<file path="config.mk">
export PLATFORM = sky130hd
export DESIGN_NAME = alu_mul_seq
export DESIGN_NICKNAME = d
export VERILOG_FILES = /design/src/rtl/alu_pkg.sv /design/src/rtl/mul_step.sv /design/src/rtl/alu_mul_seq.sv
export SDC_FILE = /design/constraint.sdc
export NUM_CORES = 1
export LEC_CHECK = 0
export BUFFER_PORTS_ARGS = -buffer_cell sky130_fd_sc_hd__buf_2
export CELL_PAD_IN_SITES_DETAIL_PLACEMENT = 1
export CELL_PAD_IN_SITES_GLOBAL_PLACEMENT = 2
export CORE_ASPECT_RATIO = 0.8
export CORE_UTILIZATION = 38
export DETAILED_ROUTE_END_ITERATION = 12
export PLACE_DENSITY_LB_ADDON = 0.25
export SLEW_MARGIN = 20
export SYNTH_ARGS = -nofsm -noshare
export SYNTH_HDL_FRONTEND = slang
export SYNTH_SLANG_ARGS = --single-unit
export TNS_END_PERCENT = 10
</file>
<file path="constraint.sdc">
create_clock -name clk -period 3.8 [get_ports clk]
set_input_delay 0 -clock clk [delete_from_list [all_inputs] [get_ports clk]]
set_output_delay 0 -clock clk [all_outputs]
set_load 0.005 [all_outputs]
</file>
<file path="src/rtl/alu_pkg.sv">
// rtl/alu_pkg.sv - shared ALU constants, default width and multiplier state encoding
package alu_pkg;

    localparam logic [2:0] CTRL_ADD = 3'b000;
    localparam logic [2:0] CTRL_SUB = 3'b001;
    localparam logic [2:0] CTRL_XOR = 3'b010;
    localparam logic [2:0] CTRL_SLT = 3'b011;
    localparam logic [2:0] CTRL_MUL = 3'b100;

    localparam int ALU_WIDTH = 32;

    typedef enum logic [1:0] {
        IDLE = 2'd0,
        RUN  = 2'd1,
        FIX  = 2'd2,
        DONE = 2'd3
    } mul_state_e;

endpackage

</file>
<file path="src/rtl/mul_step.sv">
// rtl/mul_step.sv - one combinational radix-2 shift-add multiply iteration
//
// Ports:
//   acc_i / acc_o       2*WIDTH-bit partial product in / out
//   mcand_i / mcand_o   2*WIDTH-bit multiplicand magnitude, shifted left per step
//   mplier_i / mplier_o WIDTH-bit multiplier magnitude, shifted right per step
module mul_step
    import alu_pkg::*;
#(
    parameter int WIDTH = ALU_WIDTH
) (
    input  logic [2*WIDTH-1:0] acc_i,
    input  logic [2*WIDTH-1:0] mcand_i,
    input  logic [WIDTH-1:0]   mplier_i,
    output logic [2*WIDTH-1:0] acc_o,
    output logic [2*WIDTH-1:0] mcand_o,
    output logic [WIDTH-1:0]   mplier_o
);

    always_comb begin
        acc_o    = mplier_i[0] ? (acc_i + mcand_i) : acc_i;
        mcand_o  = mcand_i << 1;
        mplier_o = mplier_i >> 1;
    end

endmodule

</file>
<file path="src/rtl/alu_mul_seq.sv">
// rtl/alu_mul_seq.sv - multi-cycle signed WIDTHxWIDTH multiplier for the ALU MUL operation
//
// Ports:
//   clk, reset_n          clock, asynchronous active-low reset
//   in_valid / in_ready   operand handshake (A, B two's complement)
//   out_valid / out_ready result handshake
//   Out                   low WIDTH bits of the signed product
//   zero, overflow        Out == 0; product does not fit in WIDTH signed bits
//   OutHi                 upper WIDTH bits of the product (only with MUL_HI_EN)
//
// Optional feature macro: MUL_HI_EN
module alu_mul_seq
    import alu_pkg::*;
#(
    parameter int WIDTH = ALU_WIDTH,
    parameter int CNT_W = 6
) (
    input  logic             clk,
    input  logic             reset_n,
    input  logic             in_valid,
    output logic             in_ready,
    input  logic [WIDTH-1:0] A,
    input  logic [WIDTH-1:0] B,
    output logic             out_valid,
    input  logic             out_ready,
`ifdef MUL_HI_EN
    output logic [WIDTH-1:0] OutHi,
`endif
    output logic [WIDTH-1:0] Out,
    output logic             zero,
    output logic             overflow
);

    localparam logic [CNT_W-1:0] LAST_ITER = CNT_W'(WIDTH - 1);

    mul_state_e state_q, state_d;

    logic [2*WIDTH-1:0] acc_q, mcand_q;
    logic [WIDTH-1:0]   mplier_q;
    logic [CNT_W-1:0]   cnt_q;
    logic               sign_q;
    logic [WIDTH-1:0]   out_q;
    logic               zero_q, ovf_q;
`ifdef MUL_HI_EN
    logic [WIDTH-1:0]   out_hi_q;
`endif

    logic [2*WIDTH-1:0] acc_step, mcand_step;
    logic [WIDTH-1:0]   mplier_step;
    logic [WIDTH-1:0]   a_mag_d, b_mag_d;
    logic [2*WIDTH-1:0] prod_d;
    logic [WIDTH:0]     top_bits;
    logic               ovf_d;

    mul_step #(.WIDTH(WIDTH)) u_step (
        .acc_i    (acc_q),
        .mcand_i  (mcand_q),
        .mplier_i (mplier_q),
        .acc_o    (acc_step),
        .mcand_o  (mcand_step),
        .mplier_o (mplier_step)
    );

    // The most negative operand negates to itself, which read as unsigned is
    // exactly its magnitude, so no special case is needed.
    always_comb begin
        a_mag_d  = A[WIDTH-1] ? -A : A;
        b_mag_d  = B[WIDTH-1] ? -B : B;
        prod_d   = sign_q ? -acc_q : acc_q;
        // Result fits iff the top WIDTH+1 bits are a pure sign extension.
        top_bits = prod_d[2*WIDTH-1:WIDTH-1];
        ovf_d    = !((&top_bits) || !(|top_bits));
    end

    always_ff @(posedge clk or negedge reset_n) begin
        if (!reset_n) begin
            state_q <= IDLE;
        end else begin
            state_q <= state_d;
        end
    end

    always_comb begin
        state_d = state_q;
        case (state_q)
            IDLE: if (in_valid) state_d = RUN;
            RUN:  if (cnt_q == LAST_ITER) state_d = FIX;
            FIX:  state_d = DONE;
            DONE: if (out_ready) state_d = IDLE;
            default: state_d = IDLE;
        endcase
    end

    always_comb begin
        in_ready  = (state_q == IDLE);
        out_valid = (state_q == DONE);
    end

    always_ff @(posedge clk or negedge reset_n) begin
        if (!reset_n) begin
            acc_q    <= '0;
            mcand_q  <= '0;
            mplier_q <= '0;
            cnt_q    <= '0;
            sign_q   <= 1'b0;
            out_q    <= '0;
            zero_q   <= 1'b0;
            ovf_q    <= 1'b0;
`ifdef MUL_HI_EN
            out_hi_q <= '0;
`endif
        end else begin
            case (state_q)
                IDLE: begin
                    if (in_valid) begin
                        acc_q    <= '0;
                        mcand_q  <= {{WIDTH{1'b0}}, a_mag_d};
                        mplier_q <= b_mag_d;
                        cnt_q    <= '0;
                        sign_q   <= A[WIDTH-1] ^ B[WIDTH-1];
                    end
                end
                RUN: begin
                    acc_q    <= acc_step;
                    mcand_q  <= mcand_step;
                    mplier_q <= mplier_step;
                    cnt_q    <= cnt_q + 1'b1;
                end
                FIX: begin
                    out_q    <= prod_d[WIDTH-1:0];
                    zero_q   <= (prod_d[WIDTH-1:0] == '0);
                    ovf_q    <= ovf_d;
`ifdef MUL_HI_EN
                    out_hi_q <= prod_d[2*WIDTH-1:WIDTH];
`endif
                end
                default: begin
                end
            endcase
        end
    end

    assign Out      = out_q;
    assign zero     = zero_q;
    assign overflow = ovf_q;
`ifdef MUL_HI_EN
    assign OutHi    = out_hi_q;
`endif

endmodule

</file>
### Yosys cells after proc, flatten, opt, wreduce, memory -nomap -nowiden

Index checks and enable logic that the tools add are counted.

* reduce and logical (&&, ||, !) cells: 12
* mux-type cells: 16
* bitwise gates (word level): 1
* eq/ne operators: 8
* add/sub/neg operators: 5

Operators by type and width (count)
* 64-bit two-way mux: 4
* 64-bit one-hot mux with 2 select lines: 2
* 32-bit two-way mux: 3
* 64-bit adder: 1
* 32-bit negation: 2
* 64-bit negation: 1
* 32-bit one-hot mux with 2 select lines: 1
* 33-bit AND reduction: 1
* 33-bit OR reduction: 1
* 32-bit zero test: 1
* 6-bit one-hot mux with 2 select lines: 1
* 2-bit one-hot mux with 4 select lines: 1
* 6-bit by 1-bit adder with 6-bit output (second input constant): 1
* 6-bit by 5-bit == test with 1-bit output (second input constant): 1
* 2-bit two-way mux: 3
* 6-bit two-way mux: 1
* 2-bit inequality test (second input constant): 3
* 3-bit AND reduction: 2
* 2-bit == test (second input constant): 2
* 2-bit AND reduction: 2
* 2-bit by 1-bit == test with 1-bit output (second input constant): 1
* 1-bit zero test: 2
* 2-bit zero test: 1
* 2-bit by 1-bit inequality test with 1-bit output (second input constant): 1
* other kinds (3): 3

* bits of input ports: 68
* bits in registers: 203
* word-level logic and storage cells: 51

### Longest topological paths before layout

Gate-level depths: netlist (run 1).

* depth in word-level cells: 6
* mapped depth: 13
* gate-level depth less buffers: 13

### By module

A second synthesis (run 1) with hierarchy kept.

* cells, all modules: 2081
* area, all modules: 17342.9 sq um

Modules (own cells, without submodules)
* alu_mul_seq: sequential area each 5079.9 sq um, instances 1, cells each 1301, area each 11837.6 sq um
* mul_step: sequential area each 0.0 sq um, instances 1, cells each 780, area each 5505.3 sq um

### Worst setup path before layout (run 1)

No wires, ideal clock.

* path kind: register to register
* start: reg acc_q[44]
* end: reg ovf_q, in the netlist overflow
* stages on the path, launching flop included: 12
* data arrival time: 3.236 ns
* setup time: 0.132 ns
* data required time: 3.668 ns
* path slack: 0.432 ns
* buffers on the path: 1
* path through: dfrtp_1 buf_6 or4_4 or4_4 nor3_4 nand2b_4 o31a_1 xor2_1 nand3_1 or4_1 nor4_1 a211oi_1

* longest elaborated chain between the ends: 6
* elaborated cells between the ends (all ways): 7
* those cells by class: 1 x add/sub; 1 x mux; 5 x reduce/logical

Ends and longest elaborated chain
* from (decl): RTL line alu_mul_seq.sv:38 `logic [2*WIDTH-1:0] acc_q, mcand_q;`
* from (signal assigned): RTL line alu_mul_seq.sv:124 `acc_q <= acc_step;`
* 64-bit negation: RTL line alu_mul_seq.sv:69 `prod_d = sign_q ? -acc_q : acc_q;`
* 64-bit two-way mux (*): RTL line alu_mul_seq.sv:69
* 33-bit OR reduction: RTL line alu_mul_seq.sv:72 `ovf_d = !((&top_bits) || !(|top_bits));`
* 1-bit zero test: RTL line alu_mul_seq.sv:72
* 1-bit logical OR (*): RTL line alu_mul_seq.sv:72
* 1-bit zero test (*): RTL line alu_mul_seq.sv:72
* to (signal assigned): RTL line alu_mul_seq.sv:132 `ovf_q <= ovf_d;`
* to (decl): RTL line alu_mul_seq.sv:43 `logic zero_q, ovf_q;`

Every way passes the cells marked *; elsewhere a longest branch is shown, timed or not.
A chain may end at the register's enable or synchronous reset.

### Worst setup path in the final report (run 1)

* start: reg acc_q[21]
* end: reg acc_q[63]

* longest elaborated chain between the ends: 3

Ends and longest elaborated chain
* 64-bit adder: RTL line mul_step.sv:21 `acc_o = mplier_i[0] ? (acc_i + mcand_i) : acc_i;`
* 64-bit two-way mux: RTL line mul_step.sv:21
* 64-bit one-hot mux with 2 select lines: RTL line alu_mul_seq.sv:113 `case (state_q)`

No other way between the ends. The select of a mux whose other input is x is not followed.

==> impl_metrics.ini, run 1 <==
[logic_synthesis]
avgSynthCellArea_um2 = 8.136
synth_flop_cell = sky130_fd_sc_hd__dfrtp_1
synth_cell_types = 81
syn-instance-count = 1877
part_of_the_yosys_area_used_for_sequential_elements_pct = 33.26
number_of_synthesized_flops_with_an_enable_pin = 0
async_flop_share_pct = 100.0
synth.net_count = 2018
synthesis_stage_register_bit_count = 203
synthesis.area_mm2 = 0.01527
synth.yosys.warnings = 0

[placed_design]
placement.cell_area_mm2 = 0.01658
io_buffer_count = 103
post-dp-hpwl_mm = 38.46
place_congestion = 0.9183

[cts]
clk_pin_slew_worst_paths_ns = 0.06
number_of_clock_sinks = 203
clock_tree.htree_level_count = 1
clockBufferDepth = 3
cts_made_buffers = 26
cts-root-buf = sky130_fd_sc_hd__clkbuf_16
tritoncts = built
insertion_delay_ns = 0.56

[sta]
max_freq_mhz = 281.1
rsz0062_at_grt = true
finalHoldWorstSlack_ns = 0.002844
final.period_utilization_pct = 93.61
slew_viol_final = 0
hold_viol_final = 0
worst_slew_pin_slew_ns = 0.9887
finalClockSkew_ns = 0.02580
maxSlewHeadroom_pct = 34.09
period_needed_ns = 3.557
report.final.setup_viol = 0

[global_routing]
pin_count_of_the_biggest_net_entering_global_routing = 157
grt_antenna_before_repair = 0
first_global_vias = 14930
grt_pass1_wl_mm = 84.07
overflow = 0
global_route.usage.total_pct = 25.58

[hold_path]
hold_class = in -> reg

[detailed_routing]
routed_wl_mm = 51.95
wl_per_cell_um = 20.10
first_pass_iters = 5
post-route-drc-count = 0
via_per_inst = 5.726
drt_iter0_markers = 912
via_count = 14800
ant_nets = 0

[floorplanning]
rows = 65
fp.dieArea_mm2 = 0.04100
core_area_mm2 = 0.03953
die_h_um = 181.3
die_width_um = 226.1
ios = 104
start_util_pct = 38.64

[pwr]
p_per_area_mw_per_mm2 = 277.5
worst_vdd_drop_mv = 0.3293
total_leakage_power_uw = 0.008278

[worst_setup_path]
crit_fanout = 6
critPathRequiredTime_ns = 4.28
worstSetupEndpointType = register
critPathKind = reg -> reg
worstSetupStartpointType = register
worst_ep_arrival_time_ns = 4.04

[layout]
insertedDiodeCount = 0
post_route_cell_area_mm2 = 0.01815
ratio_of_cells_with_drive_above_1_in_the_final_layout_pct = 13.03
layout.nets = 2171
fin_util_pct = 45.92
layout-area-overhead-vs-synth_pct = 18.84

[job]
cap_violations = 0

[run_status]
status = finished, final reports clean
==> layer usage <==
metal  up-vias  GRT usage [%]  part of all wire (%)  wire, um
li1       7111              -                     -         -
met1      7297          39.11                    52     26890
met2       325          38.20                    42     21900
met3        68          3.399                   4.4      2276
met4         0          4.811                   1.7       880
met5         -              0                     0         0
==> critical path, cell delays in order, from the launching register on <==
cell                      delay, ns
sky130_fd_sc_hd__dfrtp_1       0.49
sky130_fd_sc_hd__ha_1          0.48
sky130_fd_sc_hd__nand2_1       0.17
sky130_fd_sc_hd__o21ai_0       0.33
sky130_fd_sc_hd__o21ai_0       0.13
sky130_fd_sc_hd__nor2b_1       0.19
sky130_fd_sc_hd__nor4_1        0.32
sky130_fd_sc_hd__a21oi_1       0.22
sky130_fd_sc_hd__o21ai_1       0.58
sky130_fd_sc_hd__and3_1        0.25
sky130_fd_sc_hd__o21ai_0       0.09
sky130_fd_sc_hd__a31oi_1       0.22
==> through the flow <==
stage | setup slack [ns] | power [uW] | instances | TNS, ns
detailed placement | 0.1755 | 2414 | 2473 | 0
CTS | 0.1497 | 5105 | 2585 | 0
floorplan | 0.4316 | 2285 | 1877 | 0
global placement | 0.2076 | 2408 | 2473 | 0
finish | 0.2428 | 5037 | 2585 | 0
global route | -0.007010 | 5206 | 2585 | -0.007010
==> layout make-up <==
cell class,count,area [um2]
fillers,4763,21380
multi-input cells,1524,9613
flip-flops and latches,203,5084
repair buffers,242,1768
clock buffers,37,763.2
well taps,536,670.6
clock inverters,10,127.6
inverters,33,123.9
==> synthesized netlist by cell type (10+ instances only) <==
cell type	instances	area share [%]
sky130_fd_sc_hd__o21ai_0	204	6.7
sky130_fd_sc_hd__a21oi_1	170	5.6
sky130_fd_sc_hd__a22o_1	42	2.4
sky130_fd_sc_hd__ha_1	72	5.9
sky130_fd_sc_hd__nand2b_1	11	0.45
sky130_fd_sc_hd__nor2_1	164	4.0
sky130_fd_sc_hd__nand2_1	234	5.8
sky130_fd_sc_hd__mux2i_1	18	1.2
sky130_fd_sc_hd__a211oi_1	10	0.49
sky130_fd_sc_hd__or3_1	12	0.49
sky130_fd_sc_hd__o21a_1	11	0.54
sky130_fd_sc_hd__or4_1	16	0.79
sky130_fd_sc_hd__nor4_1	16	0.66
sky130_fd_sc_hd__nand4_1	30	1.2
sky130_fd_sc_hd__a21o_1	42	2.1
sky130_fd_sc_hd__inv_1	32	0.79
sky130_fd_sc_hd__o21bai_1	14	0.69
sky130_fd_sc_hd__nor3b_1	10	0.49
sky130_fd_sc_hd__and3_1	10	0.41
sky130_fd_sc_hd__xor2_1	112	6.4
sky130_fd_sc_hd__nor3_1	31	1.0
sky130_fd_sc_hd__nand3_1	42	1.4
sky130_fd_sc_hd__xnor2_1	59	3.4
sky130_fd_sc_hd__dfrtp_1	203	33
sky130_fd_sc_hd__a31oi_1	14	0.57
sky130_fd_sc_hd__buf_1	11	0.27
sky130_fd_sc_hd__o31ai_1	40	2.0
sky130_fd_sc_hd__o41ai_1	17	0.97
sky130_fd_sc_hd__clkbuf_1	93	2.3
==> cell usage in the layout (no fill, tap or decap), types with 6 or more instances in the layout <==
master                          count
sky130_fd_sc_hd__dfrtp_1          200
sky130_fd_sc_hd__ha_1              69
sky130_fd_sc_hd__o21bai_1          14
sky130_fd_sc_hd__or3_1             12
sky130_fd_sc_hd__nor3_1            30
sky130_fd_sc_hd__xnor2_1           59
sky130_fd_sc_hd__and2_1             7
sky130_fd_sc_hd__o41ai_1           17
sky130_fd_sc_hd__xor2_1           112
sky130_fd_sc_hd__inv_1             32
sky130_fd_sc_hd__o31ai_1           39
sky130_fd_sc_hd__a32oi_1            7
sky130_fd_sc_hd__nor4_1            16
sky130_fd_sc_hd__nor2b_1            9
sky130_fd_sc_hd__a21o_1            42
sky130_fd_sc_hd__clkbuf_8           6
sky130_fd_sc_hd__clkinv_2           6
sky130_fd_sc_hd__nand4_1           30
sky130_fd_sc_hd__o21ai_0          202
sky130_fd_sc_hd__mux2i_1           18
sky130_fd_sc_hd__buf_4             71
sky130_fd_sc_hd__nand3_1           42
sky130_fd_sc_hd__or2_2              9
sky130_fd_sc_hd__and4_1             6
sky130_fd_sc_hd__a21oi_1          170
sky130_fd_sc_hd__clkbuf_16         27
sky130_fd_sc_hd__a31oi_1           14
sky130_fd_sc_hd__buf_2            102
sky130_fd_sc_hd__a211oi_1          10
sky130_fd_sc_hd__or4_1             15
sky130_fd_sc_hd__mux2_2             6
sky130_fd_sc_hd__o21a_1            11
sky130_fd_sc_hd__nand2b_1          11
sky130_fd_sc_hd__dlygate4sd3_1     65
sky130_fd_sc_hd__nor3b_1           10
sky130_fd_sc_hd__and3_1            10
sky130_fd_sc_hd__a22o_1            42
sky130_fd_sc_hd__nor2_1           164
sky130_fd_sc_hd__nand2_1          234
==> power breakdown <==
part           internal [uW]  switching [uW]  leakage (uW)
sequential              2160    0.0000000257       0.00281
clock                   1590            1010      0.000441
combinational            118             153       0.00503
==> state kept, by name, indices dropped and copies added (netlist names) <==
register	cells
Out	32
cnt_q	6
zero	1
state_q	2
mplier_q	32
mcand_q	64
overflow	1
acc_q	64
sign_q	1
==> repair_timing <==
item / in CTS / in global routing
hold endpoints to repair: 175 / 0
endpoints found under the setup margin: 0 / 5
gates resized for setup: 0 / 9
buffers inserted: 0 / 0
hold buffers: 65 / 0
==> final timing paths <==
check	slack, ns	cells past startpoint	from	to
hold / removal	0.003	5	B[9]	mplier_q[9]$_DFFE_PN0P_
setup / recovery	0.24	11	acc_q[21]$_DFFE_PN0P_	acc_q[63]$_DFFE_PN0P_
max in group asynchronous	2.65	3	reset_n	mplier_q[16]$_DFFE_PN0P_
hold reg to reg	0.47	1	Out[31]$_DFFE_PN0P_	Out[31]$_DFFE_PN0P_
setup reg to reg	0.24	11	acc_q[21]$_DFFE_PN0P_	acc_q[63]$_DFFE_PN0P_
min in group asynchronous	0.16	2	reset_n	Out[6]$_DFFE_PN0P_
==> kinds of logic (layout without fill, tap and decap cells) <==
group / Yosys count / count (layout) / synth area share [%]
adder cells (fa/ha/maj): 73 / 73 / 6.030
flip-flops: 203 / 203 / 33.26
AND/OR/NAND/NOR: 636 / 636 / 19.93
AO/OA/AOI/OAI: 620 / 620 / 25.12
XOR/XNOR: 171 / 171 / 9.807
multiplexers: 24 / 24 / 1.622
buffers and inverters: 150 / 322 / 4.227
Note: power is estimated with default switching activity, not from simulation.
==> run 2, diff against run 1 <==
--- a/config.mk
+++ b/config.mk
@@ -11,7 +11,7 @@
 export CORE_ASPECT_RATIO = 0.8
 export CORE_UTILIZATION = 38
 export DETAILED_ROUTE_END_ITERATION = 12
-export PLACE_DENSITY_LB_ADDON = 0.25
+export PLACE_DENSITY = 0.9
 export SLEW_MARGIN = 20
 export SYNTH_ARGS = -nofsm -noshare
 export SYNTH_HDL_FRONTEND = slang
==> impl_metrics.ini, run 2 (synthesis gave the netlist of run 1 again) <==
[run_status]
status = finished, final reports clean

[placed_design]
io_buffer_count = 103
placement.cell_area_mm2 = 0.01664
post-dp-hpwl_mm = 38.68
post-place-cells = 2478
place_congestion = 0.9238

[worst_setup_path]
crit_fanout = 10
r2r_end = acc_q[46]$_DFFE_PN0P_
worst_path_largest_cell_delay_ns = 0.54
critPathSlowestCell = sky130_fd_sc_hd__dfrtp_1
timing.critical_path.cells = ha_1 > nand3_1 > nor3_1 > buf_4 > nand2_1 > a2111oi_1 > buf_4 > nor3_1 > o21ai_0 > a21boi_0 > xor2_1 > o21ai_0
worstSetupEndpointType = register
worstSetupStartpointType = register
critPathRequiredTime_ns = 4.27
regToRegStartpoint = acc_q[31]$_DFFE_PN0P_
worst-r2r-setup-slack_ns = 0.20
worst_ep_arrival_time_ns = 4.07
reg2reg_depth = 12
critPathKind = reg -> reg

[layout]
final.fill_count = 4782
final_common_cell = sky130_fd_sc_hd__nand2_1
most_frequent_cells_in_the_layout = sky130_fd_sc_hd__nand2_1, sky130_fd_sc_hd__dfrtp_1, sky130_fd_sc_hd__o21ai_0
post_route_cell_area_mm2 = 0.01819
top_regs = acc_q: 64 flops, mcand_q: 64 flops
layout.nets = 2177
layout-area-overhead-vs-synth_pct = 19.12
finish.cell_count_without_fillers = 2595
ratio_of_cells_with_drive_above_1_in_the_final_layout_pct = 13.04

[floorplanning]
core_area_mm2 = 0.03953
die_width_um = 226.1
fp.dieArea_mm2 = 0.04100
ios = 104
rows = 65
die_h_um = 181.3
start_util_pct = 38.64

[sta]
final.period_utilization_pct = 94.66
maxSlewHeadroom_pct = 34.94
period_needed_ns = 3.597
rsz0062_at_grt = true
slew_viol_final = 0
max_freq_mhz = 278.0
finalClockSkew_ns = 0.03959
report.final.setup_viol = 0
worst_slew_pin_slew_ns = 0.9758
finalHoldWorstSlack_ns = 0.01119
hold_viol_final = 0
setup-tns-final_ns = 0

[cts]
clock_tree.htree_level_count = 1
cts-root-buf = sky130_fd_sc_hd__clkbuf_16
number_of_clock_sinks = 203
clockBufferDepth = 3
tritoncts = built
clk_pin_slew_worst_paths_ns = 0.07
insertion_delay_ns = 0.57
cts_made_buffers = 26

[global_routing]
gr-usage-met2_pct = 38.79
use_met3_pct = 4.472
grt_antenna_before_repair = 2
pin_count_of_the_biggest_net_entering_global_routing = 115
global_route.usage.total_pct = 25.90
grt_pass1_wl_mm = 85.04
first_global_vias = 15200
overflow = 0
grt-busiest-layer = met2
grt_util_met1_pct = 38.46

[detailed_routing]
post-route-drc-count = 0
first_pass_iters = 5
wl_per_cell_um = 20.29
routed_wl_mm = 52.64
drt_iter0_markers = 983
via_count = 14900
ant_nets = 0
via_per_inst = 5.740

[hold_path]
min_to = mplier_q[13]$_DFFE_PN0P_
hold_class = in -> reg
worst_hold_startpoint = B[13]
min_delay_path_depth = 5

[job]
cap_violations = 0

[pwr]
worst_vdd_drop_mv = 0.2730
p_per_area_mw_per_mm2 = 273.4
total_leakage_power_uw = 0.008316
## run 2: cell count changes in the layout (fill, tap and decap cells not counted), moves of 2 or more
cell                       before  now
sky130_fd_sc_hd__buf_12         3    5
sky130_fd_sc_hd__buf_4         71   74
sky130_fd_sc_hd__clkbuf_1       5    7
sky130_fd_sc_hd__dfrtp_1      200  202
sky130_fd_sc_hd__dfrtp_2        3    1
sky130_fd_sc_hd__diode_2        0    3
## run 2: where the power goes
group	internal, uW	switching [uW]	total (uW)
Sequential	2160	0.0000000220	2160
Clock	1500	1040	2540
Combinational	118	155	273
## run 2: metrics by stage
step	util (%)	setup WS, ns	total power (uW)
after CTS	45.95	0.1867	5011
after global placement	42.10	0.2701	2407
after global routing	46.02	-0.03685	5132
final	46.03	0.2028	4974
after floorplan	-	0.4316	2285
after detailed placement	42.10	0.1854	2414
## run 2: worst max path at each step
stage,startpoint,end,slack [ns]
after floorplan,acc_q[44]$_DFFE_PN0P_,overflow$_DFFE_PN0P_,0.43
after global placement,acc_q[1]$_DFFE_PN0P_,overflow$_DFFE_PN0P_,0.27
final,acc_q[31]$_DFFE_PN0P_,acc_q[46]$_DFFE_PN0P_,0.20
after CTS,acc_q[6]$_DFFE_PN0P_,acc_q[48]$_DFFE_PN0P_,0.19
after detailed placement,acc_q[1]$_DFFE_PN0P_,overflow$_DFFE_PN0P_,0.19
after global routing,acc_q[1]$_DFFE_PN0P_,acc_q[46]$_DFFE_PN0P_,-0.04
## run 2: timing repair
item	in CTS	in global routing
endpoints found under the setup margin	0	6
setup buffers	0	0
hold endpoints to repair	156	0
hold buffers	66	0
resized for setup	0	6
## run 2: routing by layer
metal	vias up	part of all wire, %
met5	-	0
met4	0	2.2
met3	67	6.2
met2	368	43
met1	7346	49
li1	7115	-
## run 2: area by class of cell
type	instances	area, um2	area share (%)
Antenna cell	3	7.507	0.04127
Clock buffer	38	745.7	4.099
Clock inverter	10	117.6	0.6465
Inverter	33	123.9	0.6809
Multi-Input combinational cell	1524	9605	52.80
Sequential cell	203	5081	27.93
Tap cell	536	670.6	3.686
Timing Repair Buffer	248	1841	10.12
## run 2: critical path, delay by kind of cell (launching register included)
family | cells | cell delay, ns
compound gates | 4 | 1.21
simple gates | 4 | 0.65
flops | 1 | 0.54
fa+ha+maj | 1 | 0.51
buf+inv | 2 | 0.40
xor+xnor | 1 | 0.17
